===== config.mk =====
export PLATFORM = sky130hd
export DESIGN_NAME = uart_cmd_interface
export DESIGN_NICKNAME = d
export VERILOG_FILES = /design/src/rtl/uart_cmd_pkg.sv /design/src/rtl/frame_timer.sv /design/src/rtl/uart_cmd_interface.sv
export SDC_FILE = /design/constraint.sdc
export NUM_CORES = 1
export LEC_CHECK = 0
export CAP_MARGIN = 10
export CORE_ASPECT_RATIO = 0.8
export CORE_MARGIN = 2
export CORE_UTILIZATION = 25
export DETAILED_ROUTE_END_ITERATION = 16
export HOLD_SLACK_MARGIN = 0.12
export SYNTH_ARGS = -nofsm -noshare
export SYNTH_HDL_FRONTEND = slang
export SYNTH_SLANG_ARGS = --single-unit

===== constraint.sdc =====
create_clock -name i_clock -period 2 [get_ports i_clock]
set_input_delay 0.4 -clock i_clock [delete_from_list [all_inputs] [get_ports i_clock]]
set_output_delay 0.4 -clock i_clock [all_outputs]
set_load 0.02 [all_outputs]

===== src/rtl/uart_cmd_pkg.sv =====
// uart_cmd_pkg: FSM encoding, default error byte and checksum helper shared by the command interface.
package uart_cmd_pkg;
  typedef enum logic [2:0] {
    ST_IDLE,
    ST_GET_B,
    ST_GET_OP,
    ST_GET_CHK,
    ST_EXEC,
    ST_TX_START,
    ST_WAIT_TX
  } state_t;
  localparam logic [7:0] ERR_CODE_DEF = 8'hEE;
  function automatic logic chk_ok(input logic [63:0] a, input logic [63:0] b,
                                  input logic [63:0] op, input logic [63:0] chk);
    return (a ^ b ^ op) == chk;
  endfunction
endpackage


===== src/rtl/frame_timer.sv =====
// frame_timer: saturating inter-byte cycle counter that flags when LIMIT cycles have elapsed.
module frame_timer #(
  parameter int LIMIT = 100000
) (
  input  logic clk,
  input  logic rst,
  input  logic clear,
  input  logic enable,
  output logic expired
);
  localparam int W = $clog2(LIMIT + 1);
  logic [W-1:0] cnt_q, cnt_d;
  assign expired = cnt_q == W'(LIMIT);
  always_comb cnt_d = clear ? '0 : (enable && !expired) ? cnt_q + 1'b1 : cnt_q;
  always_ff @(posedge clk) cnt_q <= rst ? '0 : cnt_d;
endmodule


===== src/rtl/uart_cmd_interface.sv =====
// uart_cmd_interface: assembles A/B/opcode(/checksum) frames from a UART receiver,
// drives a combinational ALU and sends its result back through a UART transmitter.
module uart_cmd_interface
  import uart_cmd_pkg::*;
#(
  parameter int              DBIT     = 8,
  parameter int              CHK_EN   = 0,
  parameter int              TIMEOUT  = 100000,
  parameter logic [DBIT-1:0] ERR_CODE = DBIT'(ERR_CODE_DEF)
) (
  input  logic            i_clock,
  input  logic            i_reset,
  input  logic [DBIT-1:0] i_rx_data,
  input  logic            i_rx_done,
  input  logic            i_rx_ferr,
  input  logic            i_tx_done,
  output logic            o_tx_start,
  output logic [DBIT-1:0] o_tx_data,
  output logic [DBIT-1:0] o_alu_a,
  output logic [DBIT-1:0] o_alu_b,
  output logic [DBIT-1:0] o_alu_op,
  input  logic [DBIT-1:0] i_alu_result,
  output logic            o_busy,
  output logic            o_err,
  output logic            o_overrun
);
  state_t          state_q, state_d;
  logic [DBIT-1:0] alu_a_q, alu_a_d, alu_b_q, alu_b_d, alu_op_q, alu_op_d, tx_data_q, tx_data_d;
  logic            chk_bad_q, chk_bad_d, err_q, err_d, overrun_q, overrun_d;
  logic            rx_state, timing, accept, expired, sum_ok;
  assign rx_state = state_q inside {ST_IDLE, ST_GET_B, ST_GET_OP, ST_GET_CHK};
  assign timing   = state_q inside {ST_GET_B, ST_GET_OP, ST_GET_CHK};
  assign sum_ok   = chk_ok(64'(alu_a_q), 64'(alu_b_q), 64'(alu_op_q), 64'(i_rx_data));
  frame_timer #(.LIMIT(TIMEOUT)) u_timer (
    .clk    (i_clock),
    .rst    (i_reset),
    .clear  (accept),
    .enable (timing),
    .expired(expired)
  );
  always_comb begin
    state_d   = state_q;
    alu_a_d   = alu_a_q;
    alu_b_d   = alu_b_q;
    alu_op_d  = alu_op_q;
    tx_data_d = tx_data_q;
    chk_bad_d = chk_bad_q;
    err_d     = 1'b0;
    overrun_d = 1'b0;
    accept    = 1'b0;
    // a timeout wins over a byte arriving in the same cycle
    if (timing && expired) begin
      state_d = ST_IDLE;
      err_d   = 1'b1;
    end else if (rx_state && i_rx_done && i_rx_ferr) begin
      state_d = ST_IDLE;
      err_d   = 1'b1;
    end else if (rx_state && i_rx_done) begin
      accept = 1'b1;
      case (state_q)
        ST_IDLE: begin
          alu_a_d = i_rx_data;
          state_d = ST_GET_B;
        end
        ST_GET_B: begin
          alu_b_d = i_rx_data;
          state_d = ST_GET_OP;
        end
        ST_GET_OP: begin
          alu_op_d  = i_rx_data;
          chk_bad_d = 1'b0;
          state_d   = (CHK_EN != 0) ? ST_GET_CHK : ST_EXEC;
        end
        default: begin
          chk_bad_d = !sum_ok;
          err_d     = !sum_ok;
          state_d   = ST_EXEC;
        end
      endcase
    end else if (!rx_state && i_rx_done) begin
      overrun_d = 1'b1;
    end
    case (state_q)
      ST_EXEC: begin
        tx_data_d = chk_bad_q ? ERR_CODE : i_alu_result;
        state_d   = ST_TX_START;
      end
      ST_TX_START: state_d = ST_WAIT_TX;
      ST_WAIT_TX:  state_d = i_tx_done ? ST_IDLE : ST_WAIT_TX;
      default: ;
    endcase
  end
  always_ff @(posedge i_clock) begin
    if (i_reset) begin
      state_q   <= ST_IDLE;
      alu_a_q   <= '0;
      alu_b_q   <= '0;
      alu_op_q  <= '0;
      tx_data_q <= '0;
      chk_bad_q <= 1'b0;
      err_q     <= 1'b0;
      overrun_q <= 1'b0;
    end else begin
      state_q   <= state_d;
      alu_a_q   <= alu_a_d;
      alu_b_q   <= alu_b_d;
      alu_op_q  <= alu_op_d;
      tx_data_q <= tx_data_d;
      chk_bad_q <= chk_bad_d;
      err_q     <= err_d;
      overrun_q <= overrun_d;
    end
  end
  assign o_tx_start = state_q == ST_TX_START;
  assign o_busy     = state_q != ST_IDLE;
  assign o_tx_data  = tx_data_q;
  assign o_alu_a    = alu_a_q;
  assign o_alu_b    = alu_b_q;
  assign o_alu_op   = alu_op_q;
  assign o_err      = err_q;
  assign o_overrun  = overrun_q;
endmodule


==> metrics list <==
- The routed design has 6611 um of wire.
- F_max: 0.4997 GHz
* Count of input and output buffers: 56
- Post-place setup slack: -0.07046 ns
- The congestion estimate from routability-driven global placement came to 0.8125.
- The worst setup path is launched from a register.
* Post-Syn Instances: 286
- After the last flow step, the layout net total stands at 384.
* First-pass GRT wire length: 10740 um
* Number of storage elements in the synthesis netlist: 55
- The signal on the critical path passes through or4_4 > nor4_4 > buf_4 > nand3b_1 > buf_12 > mux2i_2 > nor2_1.
- Data on the critical path is required at its endpoint by 2.18 ns.
- The floorplan step set the die height to 93.87 um.
- The internal power of the cells totals 0.001768 W.
- The finished cells cover 3601 sq um.
- Die boundary width: 116.3 um
- Residual DRC: 0
- Of all cell types, the one taking the most synthesized area is sky130_fd_sc_hd__dfxtp_1.
- After detailed routing, the number of vias per cell comes to 4.420.
- STA classifies the critical path endpoint as a register.
* Switching Share: 0.2553
- Cell total after placement: 489
* CP peak stage delay: 0.52 ns
- Setup WS post-layout: -0.001257 ns
- Cell area power density: 659.5 nW/um^2
- Total length of routed met3 wires: 266 um
- CTS tree: done
- Number of library cell types mapped by synthesis: 38
- Leak Pwr: 1.376 nW
* Site Rows: 32
* Highest layer used for signal routing: met4
* Final Hold Viols: 0
* Post-route minimum period: 2.001 ns
* Global-route usage over all layers: 0.1255
- Fraction of layout instances using a drive strength above 1: 0.1464
- Path class of the lowest-slack min-delay path: register to register
- The final route contains 2201 vias.
- Number of global-route vias before repair: 2126
* Pin slew with the least headroom to its limit: 0.5539 ns
- Mean cell area of the mapped netlist: 8.824 sq um
* Sinks on the clock net: 55
- The clock passes through at most 2 buffers.
- Mapped cell area: 2524 sq um
- Max-capacitance violation count: 0
- Setup violations remaining at the end of the flow were counted as 1.
- Number of fillers in the final layout: 1004
* I/O pin cnt: 57
* Synth top area share: 0.4363
- The final reports fail on setup timing.
- Iter 0 DRT Violations: 81
* Most instantiated flip-flop cell in the synthesis netlist: sky130_fd_sc_hd__dfxtp_1
- Largest net degree at the start of global routing: 40
- Share of async-settable or async-resettable flops after synthesis: 0
- Sorting the synthesized cells by area gives the leading types as sky130_fd_sc_hd__dfxtp_1 (44%), sky130_fd_sc_hd__xnor2_1 (8.7%), sky130_fd_sc_hd__nor2_1 (6.8%).
- Power dissipated by switching net loads: 0.0006063 W
- Initial DRT Pass Iterations: 4
- The share of total power dissipated in combinational logic is 0.158.
- Avg WL per Cell: 13.28 um
- Share of the clock period used by the worst path: 1.001
- TritonCTS created 5 clock buffers.
- The initial antenna violation count was 0.
- Routed Antenna Nets: 0
* Number of slew-limit violations in the final report: 0
* Half-perimeter wire length after detailed placement: 4823 um
* Share of power burned in registers: 0.488
* Min Hold Slack: 0.4549 ns
- Clock skew: 0.005283 ns
- RSZ-0062 raised after global routing: true
- The largest individual stage delay along the critical path comes from the cell sky130_fd_sc_hd__or4_4.
- The critical path is of the register to register type.
* Total die area: 10920 sq um
- Yosys mapped a number of flops with a built-in enable equal to 0.
- The worst register-to-register path has a depth of 7.
- For the worst setup path, the data arrival time is 2.18 ns.
* Maximum vdd ir drop: 328.8 uV
* Yosys warnings: 0
* Critical-path maximum fanout: 8
* Status: finished, violations left
* Post-synth net total: 309
- Clock insertion delay at the later pin of the skew report: 0.29 ns
* Wire length on met2: 3009 um
* Number of stages on the worst hold path: 2
- Count of placed standard cells in the final layout, fillers left out: 498
- The floorplan step defined a core boundary enclosing 9729 sq um.
- Clock root buffer: sky130_fd_sc_hd__clkbuf_16
- Clk network pwr share: 0.354
- Summing all placed instances gives a cell area of 3401 sq um.
- The clock tree synthesis step divided the H-tree into 2 levels.
- CTS clock-pin slew for the worst setup and hold paths: 0.07 ns
- Ant diodes: 0
* Sum of negative setup slack: -0.001257 ns
- The total overflow left after global routing is 0.
- The area growth from synthesis to layout is 42.69%.
* Post-synthesis sequential area ratio: 0.4363
- Detailed-route wire length on metal 1: 3236 um
- For this configuration, the core starts out at a cell density of 0.2594.
- Worst slew margin relative to its limit: 0.6293
==> cell usage in the layout (no fill, tap or decap), types with 2 or more instances in the layout <==
master / Yosys / final
sky130_fd_sc_hd__nor2_2: 0 / 9
sky130_fd_sc_hd__a21o_1: 2 / 2
sky130_fd_sc_hd__nor4b_1: 2 / 2
sky130_fd_sc_hd__nand2b_1: 2 / 2
sky130_fd_sc_hd__xor2_1: 15 / 15
sky130_fd_sc_hd__nand2_1: 21 / 21
sky130_fd_sc_hd__and3_1: 2 / 2
sky130_fd_sc_hd__o21ai_0: 3 / 3
sky130_fd_sc_hd__nor3_1: 17 / 17
sky130_fd_sc_hd__clkdlybuf4s50_1: 0 / 54
sky130_fd_sc_hd__ha_1: 2 / 2
sky130_fd_sc_hd__dlygate4sd2_1: 0 / 2
sky130_fd_sc_hd__clkinv_2: 0 / 3
sky130_fd_sc_hd__a211oi_1: 3 / 3
sky130_fd_sc_hd__or4_4: 1 / 2
sky130_fd_sc_hd__inv_1: 6 / 6
sky130_fd_sc_hd__nor4_1: 2 / 2
sky130_fd_sc_hd__buf_4: 3 / 21
sky130_fd_sc_hd__and4_1: 2 / 2
sky130_fd_sc_hd__nand3_1: 16 / 16
sky130_fd_sc_hd__a21oi_1: 12 / 11
sky130_fd_sc_hd__clkbuf_16: 0 / 5
sky130_fd_sc_hd__dfxtp_2: 0 / 2
sky130_fd_sc_hd__nor2_1: 46 / 37
sky130_fd_sc_hd__nand3b_1: 2 / 2
sky130_fd_sc_hd__mux2i_1: 16 / 14
sky130_fd_sc_hd__dfxtp_1: 55 / 53
sky130_fd_sc_hd__xnor2_1: 25 / 25
sky130_fd_sc_hd__buf_12: 0 / 3
sky130_fd_sc_hd__mux2i_2: 0 / 2
sky130_fd_sc_hd__nand4_1: 7 / 7
==> through the flow <==
step,utilization,power [W]
6_report,0.3701,0.002375
5_1_grt,0.3701,0.002476
4_1_cts,0.3648,0.002403
3_5_place_dp,0.3495,0.001554
3_3_place_gp,0.3495,0.001548
2_1_floorplan,-,0.001376
==> final cells by class <==
| cell class | instances | area (sq um) | share of cell area |
|---|---|---|---|
| Multi-Input combinational cell | 211 | 1363 | 0.3784 |
| Clock inverter | 3 | 15.01 | 0.004170 |
| Clock buffer | 5 | 125.1 | 0.03475 |
| Tap cell | 136 | 170.2 | 0.04726 |
| Inverter | 6 | 22.52 | 0.006254 |
| Sequential cell | 55 | 1104 | 0.3065 |
| Timing Repair Buffer | 82 | 802.0 | 0.2227 |
==> synthesized netlist by cell type (2+ instances only) <==
| master | instances |
|---|---|
| sky130_fd_sc_hd__nor4b_1 | 2 |
| sky130_fd_sc_hd__nor3_1 | 17 |
| sky130_fd_sc_hd__and3_1 | 2 |
| sky130_fd_sc_hd__dfxtp_1 | 55 |
| sky130_fd_sc_hd__nand4_1 | 7 |
| sky130_fd_sc_hd__buf_6 | 2 |
| sky130_fd_sc_hd__a21o_1 | 2 |
| sky130_fd_sc_hd__o21ai_0 | 3 |
| sky130_fd_sc_hd__xor2_1 | 15 |
| sky130_fd_sc_hd__nor2_1 | 46 |
| sky130_fd_sc_hd__a21oi_1 | 12 |
| sky130_fd_sc_hd__nand2_1 | 21 |
| sky130_fd_sc_hd__xnor2_1 | 25 |
| sky130_fd_sc_hd__and4_1 | 2 |
| sky130_fd_sc_hd__nor4_1 | 2 |
| sky130_fd_sc_hd__nand3b_1 | 2 |
| sky130_fd_sc_hd__ha_1 | 2 |
| sky130_fd_sc_hd__nand2b_1 | 2 |
| sky130_fd_sc_hd__buf_4 | 3 |
| sky130_fd_sc_hd__clkbuf_1 | 9 |
| sky130_fd_sc_hd__mux2i_1 | 16 |
| sky130_fd_sc_hd__inv_1 | 6 |
| sky130_fd_sc_hd__nand3_1 | 16 |
| sky130_fd_sc_hd__a211oi_1 | 3 |
==> power by group through the flow <==
stage          Sequential [W]  Clock (W)  Combinational [W]
6_report              0.00116   0.000841           0.000375
5_1_grt               0.00116   0.000904           0.000410
4_1_cts               0.00116   0.000876           0.000370
3_5_place_dp          0.00118          0           0.000371
3_3_place_gp          0.00118          0           0.000367
2_1_floorplan         0.00120          0           0.000175
==> layer usage <==
layer	vias to the layer above	global-route usage
met3	6	0.02581
met1	1022	0.1771
met2	44	0.1899
li1	1129	-
met5	-	0
met4	0	0.04167
==> worst paths after layout <==
path / start / endpoint / slack (ns)
worst max-delay path: u_timer.cnt_q[6] / o_alu_op[7] / -0.001
worst min-delay path: o_tx_data[0] / o_tx_data[0] / 0.45
worst max register to register: u_timer.cnt_q[6] / o_alu_op[7] / -0.001
worst min register to register: o_tx_data[0] / o_tx_data[0] / 0.45
==> repair_timing <==
| item | 4_1_cts | 5_1_grt |
|---|---|---|
| pin swaps | 1 | 4 |
| buffers inserted | 1 | 0 |
| endpoints found under the setup margin | 25 | 35 |
| resized for setup | 3 | 18 |
| hold buffers | 0 | 0 |
==> critical path, delay by kind of cell, from the launching register on <==
family	cells	cell delay [ns]
flip-flops	1	0.33
AND/OR/NAND/NOR	4	1.01
buffers and inverters	2	0.35
multiplexers	1	0.21
==> sequential cells by signal (all words and copies together), names as in the netlist <==
name,flops
chk_bad_q,1
o_alu_a,8
o_alu_b,8
o_alu_op,8
o_err,1
o_overrun,1
o_tx_data,8
state_q,3
u_timer.cnt_q,17
==> cells by family after synthesis <==
logic type	Yosys count	synth area share
XOR/XNOR	40	0.1388
adder cells (fa/ha/maj)	2	0.009914
AO/OA/AOI/OAI	25	0.06098
multiplexers	16	0.06346
buffers and inverters	20	0.04016
flip-flops	55	0.4363
AND/OR/NAND/NOR	128	0.2504
(Power assumes the default switching activity.)
